### config.mk
export PLATFORM = sky130hd
export DESIGN_NAME = gate_test_sequencer
export DESIGN_NICKNAME = d
export VERILOG_FILES = /design/src/rtl/gate_test_pkg.sv /design/src/rtl/gate_test_sequencer_settle_counter.sv /design/src/rtl/gate_test_sequencer.sv
export SDC_FILE = /design/constraint.sdc
export NUM_CORES = 1
export LEC_CHECK = 0
export BUFFER_PORTS_ARGS = -buffer_cell sky130_fd_sc_hd__buf_2
export CAP_MARGIN = 10
export CORE_UTILIZATION = 57
export CTS_CLUSTER_SIZE = 16
export DETAILED_ROUTE_END_ITERATION = 10
export PLACE_DENSITY = 0.92
export RECOVER_POWER = 25
export SYNTH_ARGS = -nofsm -noshare
export SYNTH_HDL_FRONTEND = slang
export SYNTH_HIERARCHICAL = 1
export SYNTH_SLANG_ARGS = --single-unit
### constraint.sdc
create_clock -name i_clk -period 6 [get_ports i_clk]
set_clock_uncertainty 0.2 [all_clocks]
set_input_delay 0.9 -clock i_clk [delete_from_list [all_inputs] [get_ports i_clk]]
set_output_delay 0.9 -clock i_clk [all_outputs]
set_load 0.01 [all_outputs]
### src/rtl/gate_test_pkg.sv
// Shared types and constants for the 2-input gate test sequencer.
// Provides the FSM state encoding and reference truth tables.
package gate_test_pkg;

    typedef enum logic [1:0] {
        ST_IDLE   = 2'd0,
        ST_DRIVE  = 2'd1,
        ST_SAMPLE = 2'd2,
        ST_DONE   = 2'd3
    } state_t;

    // Bit i is the expected Y for vector index i = {A,B}.
    localparam logic [3:0] TT_NAND = 4'b0111;
    localparam logic [3:0] TT_AND  = 4'b1000;
    localparam logic [3:0] TT_OR   = 4'b1110;
    localparam logic [3:0] TT_XOR  = 4'b0110;
    localparam logic [3:0] TT_NOR  = 4'b0001;

endpackage

### src/rtl/gate_test_sequencer_settle_counter.sv
// Load/decrement dwell counter with a terminal-count flag.
// Ports: i_clk, i_rst (sync, active-high), i_load/i_load_val (preset),
//        i_dec (count down, stops at zero), o_tc (count is zero).
module settle_counter #(
    parameter int W = 1
) (
    input  logic         i_clk,
    input  logic         i_rst,
    input  logic         i_load,
    input  logic [W-1:0] i_load_val,
    input  logic         i_dec,
    output logic         o_tc
);

    logic [W-1:0] r_cnt;

    always_ff @(posedge i_clk) begin
        if (i_rst) begin
            r_cnt <= '0;
        end else if (i_load) begin
            r_cnt <= i_load_val;
        end else if (i_dec && (r_cnt != '0)) begin
            r_cnt <= r_cnt - 1'b1;
        end
    end

    assign o_tc = (r_cnt == '0);

endmodule

### src/rtl/gate_test_sequencer.sv
// Sweeps a 2-input gate through 00,01,10,11 and checks Y against a
// truth table latched on start; reports pass, error count, fail map.
// Ports: i_clk, i_rst (sync, active-high), i_start, i_abort,
//        i_truth_table[3:0], o_gate_a/o_gate_b (gate stimulus),
//        i_gate_y (gate response), o_busy, o_done (1-cycle pulse),
//        o_pass, o_err_count[ERR_W-1:0] (saturating), o_fail_vec[3:0].
module gate_test_sequencer
    import gate_test_pkg::*;
#(
    parameter int SETTLE_CYCLES = 2,
    parameter int N_PASSES      = 1,
    parameter int ERR_W         = 4
) (
    input  logic             i_clk,
    input  logic             i_rst,
    input  logic             i_start,
    input  logic             i_abort,
    input  logic [3:0]       i_truth_table,
    output logic             o_gate_a,
    output logic             o_gate_b,
    input  logic             i_gate_y,
    output logic             o_busy,
    output logic             o_done,
    output logic             o_pass,
    output logic [ERR_W-1:0] o_err_count,
    output logic [3:0]       o_fail_vec
);

    localparam int CW = (SETTLE_CYCLES > 1) ? $clog2(SETTLE_CYCLES) : 1;
    localparam int PW = (N_PASSES > 1) ? $clog2(N_PASSES) : 1;

    state_t           r_state;
    logic [1:0]       r_idx;
    logic [PW-1:0]    r_pcnt;
    logic [3:0]       r_tt;
    logic [ERR_W-1:0] r_err;
    logic [3:0]       r_fail;
    logic             r_pass;
    logic [1:0]       r_gate_ab;

    state_t           w_state_n;
    logic [1:0]       w_idx_n;
    logic [PW-1:0]    w_pcnt_n;
    logic [3:0]       w_tt_n;
    logic [ERR_W-1:0] w_err_n;
    logic [3:0]       w_fail_n;
    logic             w_pass_n;
    logic [1:0]       w_gate_n;
    logic             w_load;
    logic             w_dec;
    logic             w_tc;
    logic             w_mismatch;
    logic             w_last;
    logic [ERR_W-1:0] w_err_inc;

    settle_counter #(
        .W (CW)
    ) u_settle (
        .i_clk      (i_clk),
        .i_rst      (i_rst),
        .i_load     (w_load),
        .i_load_val (CW'(SETTLE_CYCLES - 1)),
        .i_dec      (w_dec),
        .o_tc       (w_tc)
    );

    assign w_mismatch = (i_gate_y != r_tt[r_idx]);
    assign w_last     = (r_idx == 2'd3) && (r_pcnt == PW'(N_PASSES - 1));
    assign w_err_inc  = (r_err == '1) ? r_err : r_err + 1'b1;

    always_comb begin
        w_state_n = r_state;
        w_idx_n   = r_idx;
        w_pcnt_n  = r_pcnt;
        w_tt_n    = r_tt;
        w_err_n   = r_err;
        w_fail_n  = r_fail;
        w_pass_n  = r_pass;
        w_gate_n  = r_gate_ab;
        w_load    = 1'b0;
        w_dec     = 1'b0;

        unique case (r_state)
            ST_IDLE: begin
                if (i_start) begin
                    w_tt_n    = i_truth_table;
                    w_err_n   = '0;
                    w_fail_n  = '0;
                    w_pass_n  = 1'b0;
                    w_idx_n   = 2'd0;
                    w_pcnt_n  = '0;
                    w_gate_n  = 2'd0;
                    w_load    = 1'b1;
                    w_state_n = ST_DRIVE;
                end
            end
            ST_DRIVE: begin
                w_dec = 1'b1;
                if (w_tc) begin
                    w_state_n = ST_SAMPLE;
                end
            end
            ST_SAMPLE: begin
                if (w_mismatch) begin
                    w_fail_n[r_idx] = 1'b1;
                    w_err_n         = w_err_inc;
                end
                if (w_last) begin
                    // Pass is decided on the final compare's result so it
                    // is already valid while done is high.
                    w_pass_n  = (w_err_n == '0);
                    w_gate_n  = 2'd0;
                    w_state_n = ST_DONE;
                end else begin
                    w_idx_n = r_idx + 2'd1;
                    if (r_idx == 2'd3) begin
                        w_pcnt_n = r_pcnt + 1'b1;
                    end
                    w_gate_n  = w_idx_n;
                    w_load    = 1'b1;
                    w_state_n = ST_DRIVE;
                end
            end
            ST_DONE: begin
                w_state_n = ST_IDLE;
            end
            default: begin
                w_state_n = ST_IDLE;
            end
        endcase

        // Abort discards the in-flight compare but keeps partial results.
        if (i_abort && (r_state != ST_IDLE)) begin
            w_state_n = ST_IDLE;
            w_gate_n  = 2'd0;
            w_pass_n  = 1'b0;
            w_err_n   = r_err;
            w_fail_n  = r_fail;
            w_load    = 1'b0;
        end
    end

    always_ff @(posedge i_clk) begin
        if (i_rst) begin
            r_state   <= ST_IDLE;
            r_idx     <= 2'd0;
            r_pcnt    <= '0;
            r_tt      <= 4'd0;
            r_err     <= '0;
            r_fail    <= 4'd0;
            r_pass    <= 1'b0;
            r_gate_ab <= 2'd0;
        end else begin
            r_state   <= w_state_n;
            r_idx     <= w_idx_n;
            r_pcnt    <= w_pcnt_n;
            r_tt      <= w_tt_n;
            r_err     <= w_err_n;
            r_fail    <= w_fail_n;
            r_pass    <= w_pass_n;
            r_gate_ab <= w_gate_n;
        end
    end

    assign o_gate_a    = r_gate_ab[1];
    assign o_gate_b    = r_gate_ab[0];
    assign o_busy      = (r_state != ST_IDLE);
    assign o_done      = (r_state == ST_DONE);
    assign o_pass      = r_pass;
    assign o_err_count = r_err;
    assign o_fail_vec  = r_fail;

endmodule

### After elaboration in Yosys (flattened, before gate mapping)

Cells that the tools add are included.

* bits in registers: 21
* input port bits: 9
* output and inout bits: 13
* word-level logic and storage cells: 81

* reduce and logical (&&, ||, !) cells: 18
* bitwise gates (word level): 3
* magnitude comparators: 2
* equal/unequal tests: 12
* multiplexer cells: 33
* $add $sub $neg: 4

Operators with widths (count)
* $mux W4: 5
* $pmux W4 S2: 2
* $mux W1: 12
* $mux W2: 6
* $ne A2 B2 Y1 const B: 6
* $reduce_and A3 Y1: 3
* $pmux W2 S2: 2
* $pmux W2 S4: 1
* $reduce_and A4 Y1: 2
* $eq A2 B2 Y1 const B: 3
* $pmux W1 S2: 3
* $reduce_and A2 Y1: 3
* $reduce_bool A2 Y1: 3
* $add A4 B1 Y4 const B: 1
* $eq A4 B4 Y1 const B: 1
* $logic_and A1 B1 Y1: 4
* $logic_not A4 Y1: 1
* $or A4 B4 Y4: 1
* $lt A2 B3 Y1 const B: 1
* $add A2 B1 Y2 const B: 1
* $bmux W1 S2: 1
* $demux W1 S2: 1
* $eq A2 B1 Y1 const B: 1
* $ge A2 B1 Y1 const B: 1
* 6 further kinds: 7

### Depth between registers and ports, before layout

Gate-level depths: netlist (run 1).

* word-level depth: 8
* depth in mapped cells: 7
* gate-level depth less buffers: 7

### Cells and area by module

The synthesis (run 1) kept the hierarchy.

Modules (own cells, without submodules)
* gate_test_sequencer: sequential area each 400.4 um2, times used 1, area each 1054.8 um2, cells each 113
* settle_counter: sequential area each 20.0 um2, times used 1, area each 47.5 um2, cells each 4

### Worst setup path after synthesis (run 1)

Ideal clock, no wire load.

* path kind: register to output
* from: register r_state[1]
* to: output port o_busy
* slack: 4.041 ns
* required time: 4.900 ns
* cell stages (with the launch flop): 4
* path buffers: 2
* arrival time: 0.859 ns
* cell sequence: dfxtp_1 > buf_2 > or2_2 > clkbuf_1

* longest elaborated chain between the ends: 1

RTL lines
* start, declared: line gate_test_sequencer.sv:32 `state_t r_state;`
* start signal, assigned: line gate_test_sequencer.sv:154 `r_state <= w_state_n;`
* $reduce_bool A2 Y1: line gate_test_sequencer.sv:167 `assign o_busy = (r_state != ST_IDLE);`
* end, declared: line gate_test_sequencer.sv:22 `output logic o_busy,`

Every way passes these cells.

### Worst setup path in the final report (run 1)

Ends and elaborated chain as after synthesis.

==> run summary, run 1 <==
Final instance area: 1250 um^2
Final min period: 2350 ps
Synth-to-Final Area Change: 13.3%
Buf/Inv on CP: 1
Fill cells: 150
CP delay by family, top: flip-flops
Leading cell types in the layout, fill and taps excluded: dfxtp_1, buf_2, nand2_1, a21oi_1, mux2i_1
Synthesized Nets: 131
Cell Chain, Critical Path: or2_2 -> buf_2
Top_reg_cell synth: dfxtp_1
Max H-tree Level: 1
GRT Total Usage: 24.2%
Worst setup path class: flop to output pin
Synth area leader: dfxtp_1
Peak VDD IR: 0.151 mV
First-pass DRT Iterations: 4
Worst path slowest cell: dfxtp_1
Int Power: 0.186 mW
Yosys warning count: 6
Tot Pwr: 0.254 mW
Fin crit share: 39.1%
Post-cts sizing count: 0
Slew Limit Fails: 0
CTS clk-pin slew, worst paths: 110 ps
Worst endpoint required time: 4900 ps
Dpl cell area: 1230 um^2
RSZ-0062 raised after global routing: false
Synth Instances: 117
Antenna cells: 0
Core ar.: 1760 um^2
Largest net degree at the start of global routing: 16
Worst setup EP type: output pin
CP arrival: 1250 ps
Sequential Power Share: 58.4%
Postcts setup bufs: 0
Die height: 46.0 um
Placer Congestion: 0.760
Pleak: 0.534 nW
FF+latch count, synth: 21
Clock latency on the worst-skew pair: 310 ps
Async SR Flop Fraction: 0%
Ports: 22
CP peak stage delay: 410 ps
Comb power frac: 15.2%
Number of global-route vias before repair: 822
Hold slack: 258 ps
First-pass GRT wire length: 3.73 mm
Die Footprint: 2110 um^2
Vias: 915
Seq/Total Area, Yosys: 38.1%
Mapped Area: 1100 um^2
Final nets: 154
Worst-case clock buffer depth: 2
Setup TNS: 0 ps
DR vias/cell: 5.58
Wirelength, routed: 2.23 mm
Starting density of the core: 62.5%
Die Wd: 46.0 um
Num CTS Buffers: 3
GR Overflow Total: 0
Post-DR wirelength/cell: 13.6 um
DR DRC count: 0
Sw power: 0.0677 mW
CTS sink count: 21
Util after Layout: 70.8%
Hold_buf cts: 0
Max_slew headroom: 50.9%
Status: completed
Antenna violations before repair: 0
CTS Root Buffer Type: clkbuf_4
# rows: 15
DP HPWL: 1.71 mm
First DRT Iteration DRCs: 32
Syn Area/Cell: 9.42 um^2
Sw frac: 26.7%
TritonCTS clock tree: yes
Final hold vios: 0
Reg2Reg Setup Slack: 3860 ps
Max cap viols: 0
Synth area leaders: dfxtp_1, mux2i_1, ha_1
Fraction of layout cells with a size suffix above 1: 23.0%
Maximum clock rate: 426 MHz
Max FO, Critical Path: 10
Power per standard cell area: 203 nW/um^2
Leading cell type in the layout, fill and taps excluded: dfxtp_1
Worst-margin pin slew: 737 ps
EDFF count, synth: 0
Setup Viol. Count Final: 0
Clk pwr share: 26.4%
ANT nets after route: 0
Critical path launch point type: flop
Yosys cell types: 36
Number of buffers added on ports: 21
Class of the worst hold path: flop to flop
Share of the synthesized area in the top cell type: 38.1%
==> worst reg2reg max path, stage by stage (launching register included) <==
cell and delay [ps]:
dfxtp_1 500, mux4_2 610, xnor2_4 180, o41ai_1 400, a31o_2 210
==> cell usage after synthesis (all sizes together) (2+ instances only) <==
cell,n
inv,6
nand3b,2
nor2b,2
mux2i,10
nand2b,6
a22o,4
nor3,2
o41ai,2
nand2,14
o21ai,2
nor2,7
nor4,2
dfxtp,21
nor3b,2
a21oi,10
xor2,2
clkbuf,2
or2,2
ha,5
==> layer usage <==
metal  vias to the layer above  part of all wire (%)  wire length, um  track usage (%)
li1                        459                     -                -                -
met1                       410                    43              959             33.2
met2                        43                    48             1070             38.0
met3                         3                   8.3              185             5.95
met4                         0                  0.63               14             5.29
met5                         -                     0                0                0
==> flip-flops by register name, summed over array words and instances (netlist names) <==
| name | flops |
|---|---|
| r_tt | 4 |
| u_settle/r_cnt | 1 |
| r_pcnt | 1 |
| r_idx | 2 |
| r_state | 2 |
| o_fail_vec | 4 |
| r_gate_ab | 2 |
| o_err_count | 4 |
| o_pass | 1 |
==> path summary, 6_finish.rpt <==
| path | from | to | cells after the start |
|---|---|---|---|
| worst max-delay path | r_state[1]$_SDFFE_PP0P_ | o_busy | 2 |
| worst min-delay path | r_gate_ab[1]$_SDFFE_PP0P_ | r_gate_ab[1]$_SDFFE_PP0P_ | 2 |
| worst max register to register | r_idx[0]$_SDFFE_PP0P_ | o_pass$_SDFFE_PP0P_ | 4 |
| worst min register to register | r_gate_ab[1]$_SDFFE_PP0P_ | r_gate_ab[1]$_SDFFE_PP0P_ | 2 |
==> final cells by class <==
type | instances | area, um^2 | area share, %
Multi-Input combinational cell | 87 | 644 | 51.6
Clock buffer | 4 | 26.3 | 2.10
Inverter | 6 | 22.5 | 1.80
Tap cell | 25 | 31.3 | 2.51
Sequential cell | 21 | 420 | 33.7
Timing Repair Buffer | 21 | 104 | 8.32
==> per-stage QoR <==
| stage | setup WS [ps] | cells |
|---|---|---|
| CTS | 3650 | 164 |
| detailed placement | 3850 | 160 |
| finish | 3650 | 164 |
| global placement | 3890 | 160 |
| floorplan | 4040 | 117 |
| global route | 3620 | 164 |
==> cell families after synthesis <==
group           count (synthesis)  share of synthesized area, %
simple gates                   45                          23.8
flops                          21                          38.1
xor+xnor                        3                          4.09
buf+inv                         9                          3.18
fa+ha+maj                       5                          5.68
other cells                     1                         0.340
compound gates                 22                          13.6
mux                            11                          11.1
==> power by group through the flow <==
stage / sequential, mW / clock (mW) / combinational (mW)
detailed placement: 0.152 / 0 / 0.0384
CTS: 0.148 / 0.0703 / 0.0385
global placement: 0.151 / 0 / 0.0372
global route: 0.149 / 0.0750 / 0.0425
finish: 0.148 / 0.0671 / 0.0386
floorplan: 0.150 / 0 / 0.0291
(Power assumes the default switching activity.)
==> run 2, diff against run 1 <==
ABC_AREA = 1   (was unset)
CORE_UTILIZATION = 53   (was 57)
PLACE_DENSITY = 0.87   (was 0.92)
clock period = 2.41 ns   (was 6 ns; I/O delays follow)
==> run 2 against run 1 <==
Against the previous run:
- clock-buffer cell count stayed put
- flip-flop and latch count unchanged
- synthesized area up 1.6%
- first-iteration DRC count is 16% lower
- non-clock buffer count did not move
- hold slack got worse by 150 ps
- critical path type is now flop to flop
- largest cell class unchanged
- largest power group unchanged
==> run summary, run 2 <==
Fraction of layout cells with a size suffix above 1: 17.6% (-5.5 points)
Grt met1 use: 30.0% (-3.2 points)
Yosys cell types: 21 (-42%)
FF-to-FF path depth: 8 (+4)
Reg2reg start: o_err_count[0]$_SDFFE_PP0P_
Synthesized Nets: 178 (+36%)
Status: completed
First-pass DRT Iterations: 4 (unchanged)
Crit path to: o_pass$_SDFFE_PP0P_
Synth Instances: 164 (+40%)
ANT nets after route: 0 (unchanged)
Starting density of the core: 56.5% (-6.0 points)
Worst endpoint required time: 2460 ps (-2440 ps)
Antenna cells: 0 (unchanged)
First DRT Iteration DRCs: 27 (-16%)
Fin crit share: 71.3%
Post-Place Cells: 211 (+32%)
# rows: 16 (+1)
Synth area leaders: dfxtp_1, nand2_1, nand3_1
Ports: 22 (unchanged)
Max cap viols: 0 (unchanged)
Core ar.: 1980 um^2 (+12%)
Worst setup path class: flop to flop
Number of buffers added on ports: 21 (unchanged)
DR DRC count: 0 (unchanged)
RSZ-0062 raised after global routing: false
Pleak: 0.570 nW (+6.8%)
First-pass GRT wire length: 3.45 mm (-7.4%)
Wirelength, routed: 2.31 mm (+3.6%)
Worst setup EP type: flop
GR Util met2: 34.6% (-3.4 points)
DR vias/cell: 5.04 (-9.7%)
R2R Path End: o_pass$_SDFFE_PP0P_
CTS sink count: 21 (unchanged)
Critical path launch point type: flop
Async SR Flop Fraction: 0% (unchanged)
Power per standard cell area: 529 nW/um^2 (+160%)
Final min period: 1720 ps
Vias: 1083 (+18%)
Met3 Resource Use GR: 4.53% (-1.4 points)
Setup TNS: 0 ps (unchanged)
Reg2Reg Setup Slack: 690 ps (-3170 ps)
TritonCTS clock tree: yes
Final nets: 203 (+32%)
EDFF count, synth: 0 (unchanged)
Max H-tree Level: 1 (unchanged)
Post-DR wirelength/cell: 10.7 um (-21%)
Final instance area: 1270 um^2 (+1.8%)
Die Wd: 48.0 um (+4.3%)
CTS clk-pin slew, worst paths: 110 ps (about the same)
Syn Area/Cell: 6.83 um^2 (-28%)
Worst-case clock buffer depth: 2 (unchanged)
Dpl cell area: 1250 um^2 (+2.3%)
GRT Total Usage: 22.2% (-2.0 points)
Synth-to-Final Area Change: 13.5%
CP arrival: 1770 ps (+520 ps)
Placer Congestion: 0.861 (+13%)
CP Launch Point: o_err_count[0]$_SDFFE_PP0P_
Maximum clock rate: 582 MHz
Synth area leader: dfxtp_1
Die height: 48.0 um (+4.3%)
Antenna violations before repair: 0 (unchanged)
Max FO, Critical Path: 7 (-3)
Setup Viol. Count Final: 0 (unchanged)
Leading cell type in the layout, fill and taps excluded: nand2_1
Num CTS Buffers: 3 (unchanged)
Fill cells: 187 (+25%)
Top_reg_cell synth: dfxtp_1
Die Footprint: 2300 um^2 (+8.8%)
FF+latch count, synth: 21 (unchanged)
Mapped Area: 1120 um^2 (+1.6%)
Class of the worst hold path: input pin to flop
CTS Root Buffer Type: clkbuf_4
Largest net degree at the start of global routing: 12 (-4)
Final hold vios: 0 (unchanged)
Most common cell in the netlist: nand2_1
GR Overflow Total: 0 (unchanged)
Leading cell types in the layout, fill and taps excluded: nand2_1, inv_1, nor2_1, dfxtp_1, nand3_1
DP HPWL: 1.87 mm (+9.6%)
Postcts setup bufs: 0 (unchanged)
Yosys warning count: 6 (unchanged)
Commonest cells in the synthesized netlist: nand2_1, dfxtp_1, inv_1, nor2_1, nand3_1
Clock latency on the worst-skew pair: 310 ps (about the same)
Share of the synthesized area in the top cell type: 37.5% (-0.60 points)
Slew Limit Fails: 0 (unchanged)
Global routing's busiest layer: met2
Post-route insts no fill: 215 (+31%)
Seq/Total Area, Yosys: 37.5% (-0.60 points)
Number of global-route vias before repair: 825 (+0.36%)
Hold_buf cts: 0 (unchanged)
Hold path cells: 3 (+1)
Post-cts sizing count: 0 (unchanged)
Peak VDD IR: 0.379 mV (+150%)
run 2: changes by cell type after synthesis, sizes merged, moves of 4 or more:
cell    previous run  this run
o21ai              2         6
nand2b             6         0
a22o               4         0
nand2             14        38
inv                6        26
nor2               7        24
nand3              0        20
a21oi             10        17
mux2i             10         0
run 2: power by group:
group	total (mW)	internal, mW	switching, mW
Clock	0.170	0.0646	0.105
Sequential	0.379	0.364	0.0146
Combinational	0.124	0.0409	0.0830
Total	0.673	0.470	0.203
run 2: cell type report:
type                    count  area [um^2]  area share [%]
multi-input cells         116          596            46.9
clock buffers               4         26.3            2.07
inverters                  26         97.6            7.68
flip-flops and latches     21          420            33.1
well taps                  27         33.8            2.66
repair buffers             21         97.6            7.68
run 2: worst min path at each step:
stage / start / to / slack [ps]
CTS: i_truth_table[3] / r_tt[3]$_SDFFE_PP0N_ / 120
detailed placement: o_fail_vec[1]$_SDFFE_PP0P_ / o_fail_vec[1]$_SDFFE_PP0P_ / 240
global route: i_rst / o_err_count[1]$_SDFFE_PP0P_ / 130
global placement: o_fail_vec[1]$_SDFFE_PP0P_ / o_fail_vec[1]$_SDFFE_PP0P_ / 230
floorplan: r_pcnt$_SDFFE_PP0P_ / r_pcnt$_SDFFE_PP0P_ / 240
finish: i_truth_table[0] / r_tt[0]$_SDFFE_PP0N_ / 110
run 2: worst max-delay path, stage by stage, from the launching register on:
cell and delay [ps]:
dfxtp_1 460, ha_1 210, nand3_1 150, xor2_1 180, nand3_1 80, nand2_1 70, nor2_1 100, nand2_1 80
a21oi_2 130
run 2: metal layers:
| layer | up-vias | wire [um] |
|---|---|---|
| li1 | 565 | - |
| met1 | 471 | 1090 |
| met2 | 40 | 1040 |
| met3 | 7 | 119 |
| met4 | 0 | 54 |
| met5 | - | 0 |
run 2: cells by family (layout without fill, tap and decap cells):
logic type / count (synthesis) / count (layout) / share of synthesized area [%]
buffers and inverters: 27 / 51 / 9.05
DFF: 21 / 21 / 37.5
AOI/OAI and AO/OA: 24 / 24 / 11.3
xor gates and xnor gates: 1 / 1 / 0.782
adders and majority gates: 5 / 5 / 5.59
other: 1 / 1 / 0.335
and+or+nand+nor: 85 / 85 / 35.4
run 2: stage by stage:
stage | hold WS, ps | setup WS, ps | power [mW] | utilization (%)
after floorplan | 243 | 809 | 0.476 | -
after global placement | 235 | 838 | 0.505 | 63.3
after detailed placement | 238 | 731 | 0.512 | 63.3
after CTS | 117 | 704 | 0.678 | 64.6
after global routing | 127 | 574 | 0.707 | 64.1
final | 113 | 692 | 0.673 | 64.1
==> run 3, diff against run 2 <==
clock period = 1.7 ns   (was 2.41 ns; I/O delays follow)
==> run 3 against run 2 <==
Against the previous run:
- cell area up 1.8%
- first-iteration DRC count shrank 22%
- wire length fell by 2.4%
- register-to-register slack got worse by 560 ps
- setup slack lost 560 ps
- final cell count increased by 0.93%
- clock power increased by 42%
- flip-flop and latch count is the same
- critical path type unchanged
- largest power group unchanged
==> run summary, run 3 (same netlist as run 2, synthesis figures left out) <==
Number of global-route vias before repair: 880 (+6.7%)
Class of the worst hold path: input pin to flop
CTS Root Buffer Type: clkbuf_4
DR DRC count: 0 (unchanged)
CTS clk-pin slew, worst paths: 120 ps (about the same)
Die height: 48.0 um (unchanged)
Antenna cells: 0 (unchanged)
Clock latency on the worst-skew pair: 300 ps (about the same)
Ports: 22 (unchanged)
GR Overflow Total: 0 (unchanged)
ANT nets after route: 0 (unchanged)
# rows: 16 (unchanged)
Starting density of the core: 56.5% (unchanged)
Slew Limit Fails: 0 (unchanged)
Area of the multi-input gates: 598 um^2 (+0.42%)
First-pass GRT wire length: 3.53 mm (+2.4%)
First-pass DRT Iterations: 4 (unchanged)
Worst setup EP type: flop
Hold slack: 3.27 ps (-110 ps)
Dpl ws: 102 ps (-630 ps)
Num CTS Buffers: 3 (unchanged)
Critical path launch point type: flop
Pleak: 0.577 nW (+1.2%)
Max FO, Critical Path: 4 (-3)
CTS sink count: 21 (unchanged)
Sequential Power Share: 56.1% (-0.2 points)
Antenna violations before repair: 0 (unchanged)
Setup Viol. Count Final: 0 (unchanged)
Largest net degree at the start of global routing: 12 (unchanged)
Synth-to-Final Area Change: 15.5%
Worst setup path class: flop to flop
Post-cts sizing count: 0 (unchanged)
Worst-case clock buffer depth: 2 (unchanged)
Final nets: 205 (+0.99%)
Fraction of layout cells with a size suffix above 1: 20.5% (+3.0 points)
TritonCTS clock tree: yes
Peak VDD IR: 0.536 mV (+41%)
Sw frac: 30.2% (about the same)
Die Footprint: 2300 um^2 (unchanged)
Max H-tree Level: 1 (unchanged)
Worst endpoint required time: 1740 ps (-720 ps)
Number of buffers added on ports: 21 (unchanged)
Max cap viols: 0 (unchanged)
Wirelength, routed: 2.26 mm (-2.4%)
DR vias/cell: 4.92 (-2.4%)
Vias: 1067 (-1.5%)
First DRT Iteration DRCs: 21 (-22%)
DP HPWL: 1.80 mm (-3.9%)
Leading cell types in the layout, fill and taps excluded: nand2_1, inv_1, nor2_1, dfxtp_1, nand3_1
Leading cell type in the layout, fill and taps excluded: nand2_1
Maximum clock rate: 638 MHz (+9.6%)
RSZ-0062 raised after global routing: false
Fill cells: 185 (-1.1%)
Clk pwr share: 25.2% (about the same)
Post-DR wirelength/cell: 10.4 um (-3.3%)
Hold_buf cts: 0 (unchanged)
Setup TNS: 0 ps (unchanged)
Final instance area: 1290 um^2 (+1.8%)
Power per standard cell area: 739 nW/um^2 (+40%)
Core ar.: 1980 um^2 (unchanged)
Comb power frac: 18.6% (+0.2 points)
Final min period: 1570 ps (-151 ps)
Dpl cell area: 1270 um^2 (+1.2%)
Final worst slack: 133 ps (-559 ps)
CP arrival: 1610 ps (-160 ps)
Int Power: 0.667 mW (+42%)
Fin crit share: 92.2% (+21 points)
Reg area: 427 um^2 (+1.5%)
Sw power: 0.288 mW (+42%)
Status: completed
Final hold vios: 0 (unchanged)
Placer Congestion: 0.816 (-5.2%)
GRT Total Usage: 22.3% (+0.15 points)
Postcts setup bufs: 0 (unchanged)
Die Wd: 48.0 um (unchanged)
==> run 3: cell type report <==
cell class,instances,area share (%)
Timing Repair Buffer,23,8.61
Clock buffer,4,2.03
Sequential cell,21,33.0
Tap cell,27,2.61
Multi-Input combinational cell,116,46.2
Inverter,26,7.54
==> run 3: metal layers <==
layer,vias to the layer above,wire length [um],global-route usage [%]
met5,-,0,0
met4,0,38,11.1
met3,4,107,3.40
met2,38,1070,35.4
met1,454,1040,29.3
li1,571,-,-
==> run 3: critical path: stages (launching register included) <==
cell	delay (ps)
dfxtp_1	350
ha_1	170
nand3_1	140
xor2_1	170
nand3_1	90
nand2_1	80
nor2_1	120
nand2_1	80
a21oi_2	110
==> run 3: stage by stage <==
step           cells  total power, mW  utilization (%)
4_1_cts          217            0.958             65.4
3_3_place_gp     213            0.717             64.1
6_report         217            0.955             65.3
2_1_floorplan    164            0.675                -
5_1_grt          217             1.01             65.3
3_5_place_dp     213            0.726             64.1
==> run 3: path summary, 6_finish.rpt <==
path,start,endpoint,slack [ps],depth (start not counted)
min,i_truth_table[1],r_tt[1]$_SDFFE_PP0N_,3,3
max,o_err_count[0]$_SDFFE_PP0P_,o_pass$_SDFFE_PP0P_,130,8
max reg2reg,o_err_count[0]$_SDFFE_PP0P_,o_pass$_SDFFE_PP0P_,130,8
min reg2reg,o_fail_vec[3]$_SDFFE_PP0P_,o_fail_vec[3]$_SDFFE_PP0P_,260,2
==> run 3: power groups by stage <==
stage	Clock, mW	Combinational, mW	Sequential, mW
6_report	0.241	0.178	0.536
5_1_grt	0.260	0.206	0.541
4_1_cts	0.242	0.179	0.536
3_5_place_dp	0	0.178	0.548
3_3_place_gp	0	0.171	0.546
2_1_floorplan	0	0.129	0.545
